[config.mk]
export PLATFORM = sky130hd
export DESIGN_NAME = nibble_sorter4
export DESIGN_NICKNAME = d
export VERILOG_FILES = /design/src/rtl/nibble_sorter_pkg.sv /design/src/rtl/nibble_compare.sv /design/src/rtl/nibble_sorter4.sv
export SDC_FILE = /design/constraint.sdc
export NUM_CORES = 1
export LEC_CHECK = 0
export BUFFER_PORTS_ARGS = -buffer_cell sky130_fd_sc_hd__clkbuf_2
export CORE_UTILIZATION = 40
export CTS_BUF_LIST = sky130_fd_sc_hd__clkbuf_2 sky130_fd_sc_hd__clkbuf_4 sky130_fd_sc_hd__clkbuf_8
export CTS_CLUSTER_SIZE = 30
export DETAILED_ROUTE_END_ITERATION = 6
export PLACE_DENSITY = 0.67
export SLEW_MARGIN = 30
export SYNTH_ARGS = -nofsm -noshare
export SYNTH_HDL_FRONTEND = slang
export SYNTH_SLANG_ARGS = --single-unit
[constraint.sdc]
create_clock -name clk -period 3.85 [get_ports clk]
set_input_delay 0.1925 -clock clk [delete_from_list [all_inputs] [get_ports clk]]
set_output_delay 0.1925 -clock clk [all_outputs]
set_load 0.005 [all_outputs]
[src/rtl/nibble_sorter_pkg.sv]
// Shared definitions for the nibble sorter: state encoding and default sizing.
package nibble_sorter_pkg;

    localparam int DEF_WIDTH = 4;
    localparam int DEF_N     = 4;

    typedef enum logic [1:0] {
        S_LOAD = 2'd0,
        S_SORT = 2'd1,
        S_OUT  = 2'd2
    } state_t;

endpackage

[src/rtl/nibble_compare.sv]
// Unsigned magnitude comparator with one-hot greater / less / equal flags.
module nibble_compare #(
    parameter int WIDTH = nibble_sorter_pkg::DEF_WIDTH
) (
    input  logic [WIDTH-1:0] a,
    input  logic [WIDTH-1:0] b,
    output logic             gt,
    output logic             lt,
    output logic             eq
);

    always_comb begin
        gt = (a > b);
        lt = (a < b);
        eq = (a == b);
    end

endmodule

[src/rtl/nibble_sorter4.sv]
// Load / bubble-sort / drain sequencer sharing one comparator over an N-entry buffer.
module nibble_sorter4
    import nibble_sorter_pkg::*;
#(
    parameter int WIDTH = DEF_WIDTH,
    parameter int N     = DEF_N
) (
    input  logic             clk,
    input  logic             rst,
    input  logic             in_valid,
    output logic             in_ready,
    input  logic [WIDTH-1:0] in_data,
    output logic             out_valid,
    input  logic             out_ready,
    output logic [WIDTH-1:0] out_data,
    output logic             out_last,
    output logic             busy
);

    localparam int             IW       = $clog2(N);
    localparam logic [IW-1:0]  LAST_IDX = IW'(N - 1);
    localparam logic [IW-1:0]  LAST_CMP = IW'(N - 2);

    state_t            state_q, state_d;
    logic [WIDTH-1:0]  data_q [N];
    logic [WIDTH-1:0]  data_d [N];
    logic [IW-1:0]     wr_idx_q, wr_idx_d;
    logic [IW-1:0]     rd_idx_q, rd_idx_d;
    logic [IW-1:0]     i_q, i_d;
    logic [IW-1:0]     pass_q, pass_d;
    logic              swapped_q, swapped_d;

    logic [IW-1:0]     i_nxt;
    logic [WIDTH-1:0]  cmp_a;
    logic [WIDTH-1:0]  cmp_b;
    logic              cmp_gt;
    logic              cmp_lt_unused;
    logic              cmp_eq_unused;
    logic              swap_any;

    assign i_nxt = i_q + 1'b1;
    assign cmp_a = data_q[i_q];
    assign cmp_b = data_q[i_nxt];

    nibble_compare #(.WIDTH(WIDTH)) u_compare (
        .a  (cmp_a),
        .b  (cmp_b),
        .gt (cmp_gt),
        .lt (cmp_lt_unused),
        .eq (cmp_eq_unused)
    );

    // Strict greater-than drives the swap, so equal neighbours keep their order.
    always_comb begin
        state_d   = state_q;
        data_d    = data_q;
        wr_idx_d  = wr_idx_q;
        rd_idx_d  = rd_idx_q;
        i_d       = i_q;
        pass_d    = pass_q;
        swapped_d = swapped_q;
        swap_any  = swapped_q | cmp_gt;

        case (state_q)
            S_LOAD: begin
                if (in_valid) begin
                    data_d[wr_idx_q] = in_data;
                    if (wr_idx_q == LAST_IDX) begin
                        wr_idx_d = '0;
                        state_d  = S_SORT;
                    end else begin
                        wr_idx_d = wr_idx_q + 1'b1;
                    end
                end
            end
            S_SORT: begin
                if (cmp_gt) begin
                    data_d[i_q]   = cmp_b;
                    data_d[i_nxt] = cmp_a;
                end
                if (i_q == LAST_CMP) begin
                    i_d       = '0;
                    swapped_d = 1'b0;
                    if (!swap_any || pass_q == LAST_CMP) begin
                        pass_d  = '0;
                        state_d = S_OUT;
                    end else begin
                        pass_d = pass_q + 1'b1;
                    end
                end else begin
                    i_d       = i_nxt;
                    swapped_d = swap_any;
                end
            end
            S_OUT: begin
                if (out_ready) begin
                    if (rd_idx_q == LAST_IDX) begin
                        rd_idx_d  = '0;
                        wr_idx_d  = '0;
                        i_d       = '0;
                        pass_d    = '0;
                        swapped_d = 1'b0;
                        state_d   = S_LOAD;
                    end else begin
                        rd_idx_d = rd_idx_q + 1'b1;
                    end
                end
            end
            default: state_d = S_LOAD;
        endcase
    end

    always_ff @(posedge clk) begin
        if (rst) begin
            state_q   <= S_LOAD;
            wr_idx_q  <= '0;
            rd_idx_q  <= '0;
            i_q       <= '0;
            pass_q    <= '0;
            swapped_q <= 1'b0;
            for (int k = 0; k < N; k++) begin
                data_q[k] <= '0;
            end
        end else begin
            state_q   <= state_d;
            wr_idx_q  <= wr_idx_d;
            rd_idx_q  <= rd_idx_d;
            i_q       <= i_d;
            pass_q    <= pass_d;
            swapped_q <= swapped_d;
            data_q    <= data_d;
        end
    end

    // Handshake outputs decode registered state only; reset forces them low.
    always_comb begin
        in_ready  = !rst && (state_q == S_LOAD);
        out_valid = !rst && (state_q == S_OUT);
        busy      = !rst && (state_q != S_LOAD);
        out_last  = out_valid && (rd_idx_q == LAST_IDX);
        out_data  = out_valid ? data_q[rd_idx_q] : '0;
    end

endmodule

== Yosys cells after proc, flatten, opt, wreduce, memory -nomap -nowiden ==
Cells that the tools add are included.
Widths: inputs -> output; s select.

* Bits in registers: 27
* Bits of input ports: 8
* Output and inout bits: 8
* Word-level logic and storage cells: 103

* $add $sub $neg: 4
* Order comparisons: 8
* Eq/ne operators: 13
* Muxes and demuxes: 42
* Bitwise logic cells: 5
* Reduce and logical (&&, ||, !) cells: 21

{| class="wikitable"
|+ Operator list
! cell !! number
|-
| $bwmux 16 || 3
|-
| $mux 4 || 10
|-
| $mux 16 || 2
|-
| $pmux 16 s2 || 1
|-
| $bmux 4 s2 || 3
|-
| $demux 4 s2 || 3
|-
| $mux 2 || 12
|-
| $ne 2x2->1 const B || 7
|-
| $ge 3x3->1 const B || 4
|-
| $not 2->3 || 4
|-
| $pmux 2 s2 || 3
|-
| $eq 2x2->1 const B || 5
|-
| $lt 3x1->1 const B || 3
|-
| $add 2x1->2 const B || 4
|-
| $reduce_and 4->1 || 2
|-
| $reduce_bool 2->1 || 4
|-
| $logic_and 1x1->1 || 7
|-
| $pmux 2 s3 || 1
|-
| $reduce_and 3->1 || 2
|-
| $reduce_and 6->1 || 1
|-
| $gt 4x4->1 || 1
|-
| $mux 1 || 3
|-
| $eq 2x1->1 const B || 1
|-
| $logic_not 1->1 || 2
|-
| other kinds (5) || 5
|}

== Longest topological paths before layout ==
Gate-level depths: netlist of the first run.

* Word-level depth: 12
* Mapped depth: 13
* Gate-level depth less buffers: 10

== Hierarchy ==
From an unflattened synthesis of the first run, not the netlist that was laid out.

* Cell total of the unflattened synthesis: 240
* Area, all modules: 2215.9 µm²

{| class="wikitable"
|+ Modules (own cells, without submodules)
! module !! instances !! cells each !! area each (µm²) !! sequential area each (µm²)
|-
| nibble_sorter4 || 1 || 224 || 2087.0 || 540.5
|-
| nibble_compare || 1 || 16 || 128.9 || 0.0
|}

== Worst setup path before layout of the first run ==
OpenSTA, ideal clock, no wires.

* Kind: register to register
* Start: register i_q[0]
* End: register data_q[10] (netlist bit)
* Library setup time: 0.136 ns
* Arrival: 2.959 ns
* Required time: 3.714 ns
* Path slack: 0.755 ns
* Cell stages (with the launch flop): 14
* Path buffers: 3
* Period minus slack after synthesis: 3.095 ns
* Cell sequence: dfxtp_1 -> buf_6 -> buf_12 -> inv_1 -> ha_1 -> mux4_1 -> inv_1 -> ha_1 -> and4_1 -> a211o_1 -> a31o_2 -> clkbuf_1 -> a2111oi_0 -> a211oi_1

* Word-level cells in the longest chain between the ends: 9
* Elaborated cells on any way between the ends: 26
* Classes of those cells: 1 x add/sub; 5 x order compare; 1 x eq/ne; 14 x mux; 2 x bitwise; 3 x reduce/logical

{| class="wikitable"
|+ Ends and longest elaborated chain
! what !! line !! text
|-
| from (decl) || nibble_sorter4.sv:29 || <nowiki>logic [IW-1:0] i_q, i_d;</nowiki>
|-
| from (signal assigned) || nibble_sorter4.sv:128 || <nowiki>i_q <= i_d;</nowiki>
|-
| parallel branches: the longest is 9 deep, another holds $gt 4x4->1 || - ||
|-
| to (signal assigned) || nibble_sorter4.sv:131 || <nowiki>data_q <= data_d;</nowiki>
|-
| to (decl) || nibble_sorter4.sv:25 || <nowiki>logic [WIDTH-1:0] data_q [N];</nowiki>
|}

Parallel ways; which one is timed is not known. The select of a mux whose other input is x is not followed.
A chain may end at the register's enable or synchronous reset.

== Final worst setup path of the first run ==
* Start: register i_q[1]
* End: register data_q[11] (netlist bit)

Same word-level chain as after synthesis.

==> out/metrics.yaml, run 1 <==
outcome:
  status: "finished clean"
timing:
  holdWs_ps: 200
  setup_ws_ps: 187
  hold_viol: 0
  fin_crit_ps: 3660
  rsz0062_at_grt: "no"
  period_share_pct: 95.1
  drv_slew: 0
  relSlewSlack_pct: 40.9
  setup_viol: 0
  tightest_slew_ps: 885
  setup_tns_ps: 0
  fmax_ghz: 0.273
  skew_ps: 7.73
die:
  start_util_pct: 42.7
  die_h_um: 77.0
  num_rows: 26
  coreArea_mm2: 0.00527
  io_pins: 16
  fp.dieArea_mm2: 0.00593
  die_w_um: 77.0
synth:
  ys.flop_type: "dfxtp_1"
  ys_seq_area_share_pct: 24.0
  synthDistinctLibCells: 45
  yosys_warnings: 0
  async_flop_share_pct: 0
  syn_nets: 284
  synthCells: 260
  synth.avg_cell_area_um2: 8.66
  syn-cell-area_mm2: 0.00225
  synth_edf_count: 0
  ys_seq_elements: 27
place:
  io_buffers: 15
  pre_cts_slack_ps: 310
  place.detailed.hpwl_um: 4540
  gp_congestion: 0.943
grt:
  grt_pass1_vias: 1866
  met2_usage_pct: 31.3
  antenna_found_initial: 0
  track_usage_pct: 20.8
  grt_pass1_wl_um: 9800
  grt_overflow_total: 0
  use_met1_pct: 30.8
  grt_start_max_net_pins: 33
  busiest_layer: "met2"
  grtUsageMet3_pct: 1.90
pwr:
  switchingPower_w: 0.000193
  p_clk_share_pct: 27.5
  p_int_w: 0.000419
  leakagePower_nw: 0.917
  p_sw_share_pct: 31.6
  peakVddDrop_v: 0.000113
  power_density_mw_per_mm2: 255
  seqPwrFrac_pct: 49.8
  p_comb_share_pct: 22.7
critical_path:
  arrival_ps: 3800
  worstSetupPathType: "flop to flop"
  slowest_delay_ps: 630
  crit_cells: 10
  cp_slowest_cell: "a2111oi_0"
  cp.required_ps: 3990
  r2r.worst_path.cells: 10
  end_kind: "flop"
  start_kind: "flop"
  path_buf_inv: 2
  crit_family: "compound AO/OA/AOI/OAI gates"
  cp_max_fo: 24
  cp_cell_sequence: "inv_1 > ha_1 > mux4_1 > inv_1 > ha_1 > and4_1 > a211o_1 > a31o_2 > a2111oi_0 > a211oi_1"
final_layout:
  fin_nets: 293
  layout_common_cells: "dfxtp_1 (27), nand2_1 (22), inv_1 (21), nor2_1 (17), nand3_1 (17)"
  final_common_cell: "dfxtp_1"
  num_antenna_cells: 0
  area.growth.synth_to_final_pct: 6.56
  drive_gt1_share_pct: 17.5
  fillCellCount: 534
hold_path:
  holdPathStages: 3
  min_path_type: "primary input to flop"
clocking:
  tritoncts: "yes"
  cts.htree.levels: 1
  clock_latency_ps: 280
  clkSinkCount: 27
  cts_buffers: 3
  clk_root_buffer_cell: "clkbuf_8"
  clk_pin_slew_ps: 100
  clock_path_buffers: 2
routing:
  avgViaCountPerCell: 6.37
  first_iter_violations: 255
  antenna_left: 0
  firstDrtPassIters: 4
  wirelength_um: 6080
  via_count: 2152
  drc_errors: 0
  post_drt_wl_per_cell_um: 18.0
run:
  max_cap_violations: 0
power groups by stage:
stage	clock, W	combinational, W	sequential, W
2_1_floorplan	0	0.000102	0.000305
3_3_place_gp	0	0.000133	0.000311
3_5_place_dp	0	0.000135	0.000311
4_1_cts	0.000171	0.000136	0.000304
5_1_grt	0.000187	0.000154	0.000307
6_report	0.000168	0.000139	0.000305
metal layers:
metal / vias to the layer above / part of all wire [%] / wire, um
met4: 0 / 1.9 / 117
li1: 1004 / - / -
met5: - / 0 / 0
met2: 98 / 45 / 2720
met1: 1039 / 48 / 2890
met3: 11 / 5.8 / 352
flip-flops by register name (all words and copies together), names as in the netlist:
name	flops
i_q	2
data_q	16
wr_idx_q	2
swapped_q	1
rd_idx_q	2
pass_q	2
state_q	2
path summary, 6_finish.rpt:
path | slack (ps) | to | startpoint
worst max-delay path | 190 | data_q[11]$_SDFFE_PP0P_ | i_q[1]$_SDFFE_PP0P_
worst min-delay path | 200 | state_q[1]$_SDFFE_PP0P_ | out_ready
worst max register to register | 190 | data_q[11]$_SDFFE_PP0P_ | i_q[1]$_SDFFE_PP0P_
worst min register to register | 470 | pass_q[1]$_SDFFE_PP0P_ | pass_q[1]$_SDFFE_PP0P_
stage by stage:
step | power, W | util, % | cells | instance area [um^2]
after global placement | 0.000445 | 44.6 | 334 | 2350
after floorplan | 0.000406 | - | 260 | 2250
after CTS | 0.000611 | 45.5 | 338 | 2400
final | 0.000613 | 45.5 | 338 | 2400
after global routing | 0.000648 | 45.5 | 338 | 2400
after detailed placement | 0.000446 | 44.6 | 334 | 2350
worst reg2reg max path: stages, from the launching register on:
cell and delay, ps:
dfxtp_1 510, inv_1 230, ha_1 440, mux4_1 390, inv_1 100, ha_1 260
and4_1 200, a211o_1 280, a31o_2 350, a2111oi_0 630, a211oi_1 110
cell type report:
| cell class | count | area, um^2 | share of cell area (%) |
|---|---|---|---|
| sequential | 27 | 541 | 22.5 |
| tap | 70 | 87.6 | 3.65 |
| timing repair buffer | 17 | 90.1 | 3.76 |
| multi-input combinational | 199 | 1560 | 64.8 |
| inverter | 21 | 78.8 | 3.29 |
| clock buffer | 3 | 41.3 | 1.72 |
| clock inverter | 1 | 5.00 | 0.209 |
cells in the mapped netlist, types with 3 or more instances:
master / number / area, um^2
a21oi_1: 10 / 50.1
nand2_1: 22 / 82.6
inv_1: 21 / 78.8
o21bai_1: 5 / 37.5
or2_2: 3 / 18.8
o311a_1: 4 / 40.0
nor2_1: 17 / 63.8
clkbuf_1: 5 / 18.8
mux2_2: 11 / 124
nor3_1: 5 / 25.0
a2111oi_0: 11 / 96.3
a22oi_1: 14 / 105
a211oi_1: 11 / 82.6
mux4_2: 7 / 158
nand3_1: 17 / 85.1
nor3b_1: 3 / 22.5
dfxtp_1: 27 / 541
ha_1: 16 / 200
nand2b_1: 3 / 18.8
and2_1: 5 / 31.3
o21ai_0: 3 / 15.0
buf_2: 4 / 20.0
and4b_1: 3 / 30.0
cell families (layout without fill, tap and decap cells):
logic type / count (synthesis) / in the layout / share of synthesized area, %
AO/OA/AOI/OAI: 72 / 72 / 23.8
adder cells (fa/ha/maj): 16 / 16 / 8.89
buffers and inverters: 34 / 42 / 6.95
flip-flops: 27 / 27 / 24.0
multiplexers: 23 / 23 / 15.9
AND/OR/NAND/NOR: 88 / 88 / 20.5
repair_timing:
item	CTS	global route
endpoints found under the hold margin	0	0
buffers inserted	0	0
setup endpoints to repair	0	1
resized for setup	0	1
hold buffers	0	0
Note: power is estimated with default switching activity, not from simulation.
==> run 2: changes to the inputs <==
--- a/config.mk
+++ b/config.mk
@@ -10,7 +10,6 @@
 export CTS_BUF_LIST = sky130_fd_sc_hd__clkbuf_2 sky130_fd_sc_hd__clkbuf_4 sky130_fd_sc_hd__clkbuf_8
 export CTS_CLUSTER_SIZE = 30
 export DETAILED_ROUTE_END_ITERATION = 6
-export PLACE_DENSITY = 0.67
 export SLEW_MARGIN = 30
 export SYNTH_ARGS = -nofsm -noshare
 export SYNTH_HDL_FRONTEND = slang
==> out/metrics.yaml, run 2 (synthesized netlist as in run 1, its figures left out) <==
clocking:
  postCtsHoldBufs: 0
  clock_latency_ps: 280
  tritoncts: "yes"
  cts.htree.levels: 1
  clk_pin_slew_ps: 100
  clk_root_buffer_cell: "clkbuf_8"
  clkSinkCount: 27
  clock_path_buffers: 2
  post-cts-setup-buffers: 0
  cts_buffers: 3
grt:
  antenna_found_initial: 0
  grtUsageMet3_pct: 2.98
  grt_pass1_wl_um: 10000
  grt_start_max_net_pins: 33
  met2_usage_pct: 31.3
  use_met1_pct: 33.1
  grt_pass1_vias: 1792
  busiest_layer: "met1"
  track_usage_pct: 21.7
  grt_overflow_total: 0
die:
  coreArea_mm2: 0.00527
  io_pins: 16
  start_util_pct: 42.7
  die_h_um: 77.0
  num_rows: 26
  fp.dieArea_mm2: 0.00593
  die_w_um: 77.0
timing:
  tightest_slew_ps: 903
  hold_viol: 0
  relSlewSlack_pct: 39.3
  fin_crit_ps: 3650
  setup_viol: 0
  drv_slew: 0
  rsz0062_at_grt: "no"
  setup_tns_ps: 0
  period_share_pct: 94.8
  skew_ps: 2.95
  fmax_ghz: 0.274
final_layout:
  num_antenna_cells: 0
  drive_gt1_share_pct: 17.8
  layout_common_cells: "dfxtp_1 (27), nand2_1 (22), inv_1 (21), nor2_1 (17), nand3_1 (17)"
  final_common_cell: "dfxtp_1"
  top_register: "data_q"
  fillCellCount: 546
  area.growth.synth_to_final_pct: 7.06
  utilization_pct: 45.7
  largest_reg_flops: 16
  fin_nets: 294
critical_path:
  crit_family: "compound AO/OA/AOI/OAI gates"
  cp.required_ps: 3990
  reg2reg_slack_ps: 200
  arrival_ps: 3790
  cp_slowest_cell: "a2111oi_0"
  path_buf_inv: 2
  slowest_delay_ps: 620
  end_kind: "flop"
  worstSetupPathType: "flop to flop"
  cp_max_fo: 24
  start_kind: "flop"
  cp_cell_sequence: "inv_1 > ha_1 > mux4_1 > inv_1 > ha_1 > and4_1 > a211o_1 > a31o_2 > a2111oi_0 > a211oi_1"
routing:
  firstDrtPassIters: 4
  post_drt_wl_per_cell_um: 18.3
  drc_errors: 0
  antenna_left: 0
  first_iter_violations: 139
  avgViaCountPerCell: 5.93
  wirelength_um: 6190
  via_count: 2011
run:
  max_cap_violations: 0
pwr:
  peakVddDrop_v: 0.000112
  leakagePower_nw: 0.923
  power_density_mw_per_mm2: 258
hold_path:
  min_path_type: "primary input to flop"
outcome:
  status: "finished clean"
place:
  gp_congestion: 0.918
  io_buffers: 15
  place.detailed.hpwl_um: 4710
-- run 2: path summary, 6_finish.rpt --
| kind | start | end | depth (start not counted) |
|---|---|---|---|
| min reg2reg | pass_q[1]$_SDFFE_PP0P_ | pass_q[1]$_SDFFE_PP0P_ | 2 |
| max reg2reg | i_q[1]$_SDFFE_PP0P_ | data_q[6]$_SDFFE_PP0P_ | 10 |
| min | out_ready | state_q[1]$_SDFFE_PP0P_ | 3 |
| max | i_q[1]$_SDFFE_PP0P_ | data_q[6]$_SDFFE_PP0P_ | 10 |
-- run 2: metal layers --
layer | up-vias | share of wire [%] | routed length (um)
met5 | - | 0 | 0
met4 | 0 | 1.5 | 93
met3 | 6 | 5.0 | 311
met2 | 48 | 43 | 2690
met1 | 949 | 50 | 3100
li1 | 1008 | - | -
-- run 2: repair_timing --
action	in CTS	in global routing
resized for setup	0	2
setup endpoints to repair	0	2
endpoints found under the hold margin	0	0
-- run 2: where the power goes --
group | total, W | internal, W | switching [W] | leakage (nW)
clock network | 0.000177 | 0.0000815 | 0.0000951 | 0.0262
logic | 0.000140 | 0.0000559 | 0.0000837 | 0.678
registers | 0.000305 | 0.000291 | 0.0000139 | 0.219
total | 0.000621 | 0.000428 | 0.000193 | 0.923
-- run 2: final cells by class --
type,instances,area [um^2],area share [%]
multi-input combinational,199,1560,64.6
clock buffer,4,48.8,2.02
inverter,21,78.8,3.27
timing repair buffer,18,97.6,4.05
sequential,27,541,22.4
tap,70,87.6,3.63
-- run 2: worst reg2reg max path, stage by stage, from the launching register on --
cell and delay, ps:
dfxtp_1 510, inv_1 250, ha_1 450, mux4_1 400, inv_1 90, ha_1 240, and4_1 200, a211o_1 290
a31o_2 350, a2111oi_0 630, a211oi_1 110
-- run 2: stage by stage --
step	hold slack, ps	setup slack [ps]	power, W	instance area [um^2]	std cells
after floorplan	371	755	0.000406	2250	260
after global placement	447	224	0.000448	2360	335
after detailed placement	448	187	0.000448	2360	335
after CTS	209	141	0.000621	2410	339
after global routing	218	8.05	0.000655	2410	339
final	208	202	0.000621	2410	339
==> run 3: changes to the inputs <==
--- a/config.mk
+++ b/config.mk
@@ -6,10 +6,11 @@
 export NUM_CORES = 1
 export LEC_CHECK = 0
 export BUFFER_PORTS_ARGS = -buffer_cell sky130_fd_sc_hd__clkbuf_2
-export CORE_UTILIZATION = 40
+export CORE_UTILIZATION = 55
 export CTS_BUF_LIST = sky130_fd_sc_hd__clkbuf_2 sky130_fd_sc_hd__clkbuf_4 sky130_fd_sc_hd__clkbuf_8
 export CTS_CLUSTER_SIZE = 30
 export DETAILED_ROUTE_END_ITERATION = 6
+export PLACE_DENSITY = 0.74
 export SLEW_MARGIN = 30
 export SYNTH_ARGS = -nofsm -noshare
 export SYNTH_HDL_FRONTEND = slang
==> out/metrics.yaml, run 3 (synthesized netlist as in run 1, its figures left out) <==
place:
  gp_congestion: 1.03
  io_buffers: 15
  place.detailed.hpwl_um: 4440
  pre_cts_slack_ps: 366
  dpl.cell_count: 312
  placed_area_mm2: 0.00232
timing:
  relSlewSlack_pct: 50.4
  drv_slew: 0
  setup_ws_ps: 312
  fmax_ghz: 0.283
  tightest_slew_ps: 734
  skew_ps: 3.50
  period_share_pct: 91.9
  setup_tns_ps: 0
  fin_crit_ps: 3540
  setup_viol: 0
  hold_viol: 0
  rsz0062_at_grt: "no"
critical_path:
  cp_max_fo: 24
  end_kind: "flop"
  worstSetupPathType: "flop to flop"
  r2r-end: "data_q[6]$_SDFFE_PP0P_"
  r2r_start: "i_q[1]$_SDFFE_PP0P_"
  r2r.worst_path.cells: 10
  crit_family: "compound AO/OA/AOI/OAI gates"
  start_kind: "flop"
  reg2reg_slack_ps: 310
  cp.required_ps: 3990
  cp_slowest_cell: "a2111oi_0"
  slowest_delay_ps: 530
  arrival_ps: 3680
  cp_cell_sequence: "inv_1 > ha_1 > mux4_2 > inv_1 > ha_1 > and4_1 > a211o_1 > a31o_2 > a2111oi_0 > a211oi_1"
  path_buf_inv: 2
die:
  num_rows: 22
  fp.dieArea_mm2: 0.00435
  die_h_um: 66.0
  die_w_um: 66.0
  io_pins: 16
  start_util_pct: 59.3
  coreArea_mm2: 0.00380
hold_path:
  holdPathStages: 3
  holdPathEnd: "state_q[1]$_SDFFE_PP0P_"
  min_path_type: "primary input to flop"
  hold_path_startpoint: "out_ready"
routing:
  first_iter_violations: 216
  firstDrtPassIters: 4
  via_count: 2090
  avgViaCountPerCell: 6.61
  antenna_left: 0
  drc_errors: 0
  post_drt_wl_per_cell_um: 18.4
  wirelength_um: 5830
clocking:
  clk_root_buffer_cell: "clkbuf_8"
  post-cts-setup-buffers: 0
  postCtsHoldBufs: 0
  cts_resized: 0
  clock_path_buffers: 2
  clkSinkCount: 27
  tritoncts: "yes"
  clk_pin_slew_ps: 90
  clock_latency_ps: 270
  cts.htree.levels: 1
  cts_buffers: 3
grt:
  grt_pass1_vias: 1858
  grt_pass1_wl_um: 9410
  track_usage_pct: 29.0
  grt_start_max_net_pins: 33
  antenna_found_initial: 0
  grt_overflow_total: 0
run:
  max_cap_violations: 0
final_layout:
  final_cell_area_mm2: 0.00237
  finalNonFillerCells: 316
  fin_nets: 293
  top_register: "data_q"
  area.growth.synth_to_final_pct: 5.39
  drive_gt1_share_pct: 17.5
  num_antenna_cells: 0
  largest_reg_flops: 16
  layout_common_cells: "dfxtp_1 (27), nand2_1 (22), inv_1 (21), nor2_1 (17), nand3_1 (17)"
  final_common_cell: "dfxtp_1"
pwr:
  peakVddDrop_v: 0.000153
  power_density_mw_per_mm2: 258
  leakagePower_nw: 0.919
outcome:
  status: "finished clean"
## run 3: final cells by class
class	count	area (um^2)
Clock buffer	4	48.8
Fill cell	351	1430
Inverter	21	78.8
Multi-Input combinational cell	199	1550
Sequential cell	27	541
Tap cell	48	60.1
Timing Repair Buffer	17	90.1
## run 3: worst max-delay path by stage
stage	cells after the start	start	slack, ps	end
2_1_floorplan	13	i_q[0]$_SDFFE_PP0P_	750	data_q[10]$_SDFFE_PP0P_
3_3_place_gp	10	i_q[1]$_SDFFE_PP0P_	450	data_q[6]$_SDFFE_PP0P_
3_5_place_dp	10	i_q[1]$_SDFFE_PP0P_	370	data_q[11]$_SDFFE_PP0P_
4_1_cts	10	i_q[1]$_SDFFE_PP0P_	350	data_q[11]$_SDFFE_PP0P_
5_1_grt	10	i_q[1]$_SDFFE_PP0P_	100	data_q[4]$_SDFFE_PP0P_
6_report	10	i_q[1]$_SDFFE_PP0P_	310	data_q[6]$_SDFFE_PP0P_
## run 3: power breakdown
part / total, W / internal [W] / switching, W / leakage, nW
sequential: 0.000304 / 0.000291 / 0.0000134 / 0.219
clock: 0.000171 / 0.0000814 / 0.0000896 / 0.0262
combinational: 0.000137 / 0.0000549 / 0.0000822 / 0.674
total: 0.000612 / 0.000427 / 0.000185 / 0.919
## run 3: per-stage QoR
stage | utilization (%) | hold WS [ps] | power, W
final | 62.5 | 210 | 0.000612
after global routing | 62.5 | 225 | 0.000643
after CTS | 62.5 | 211 | 0.000613
after detailed placement | 61.2 | 448 | 0.000444
after global placement | 61.2 | 440 | 0.000443
after floorplan | - | 371 | 0.000406
## run 3: metal layers
metal  track usage (%)  up-vias  wire length, um
li1                  -     1006                -
met3              5.17        6              533
met1              42.5      980             2700
met5                 0        -                0
met2              44.1       98             2550
met4              5.85        0               46
## run 3: worst min-delay path, delay by kind of cell
family          cells  cell delay (ps)
compound gates      1              110
buf+inv             1              100
simple gates        1               60
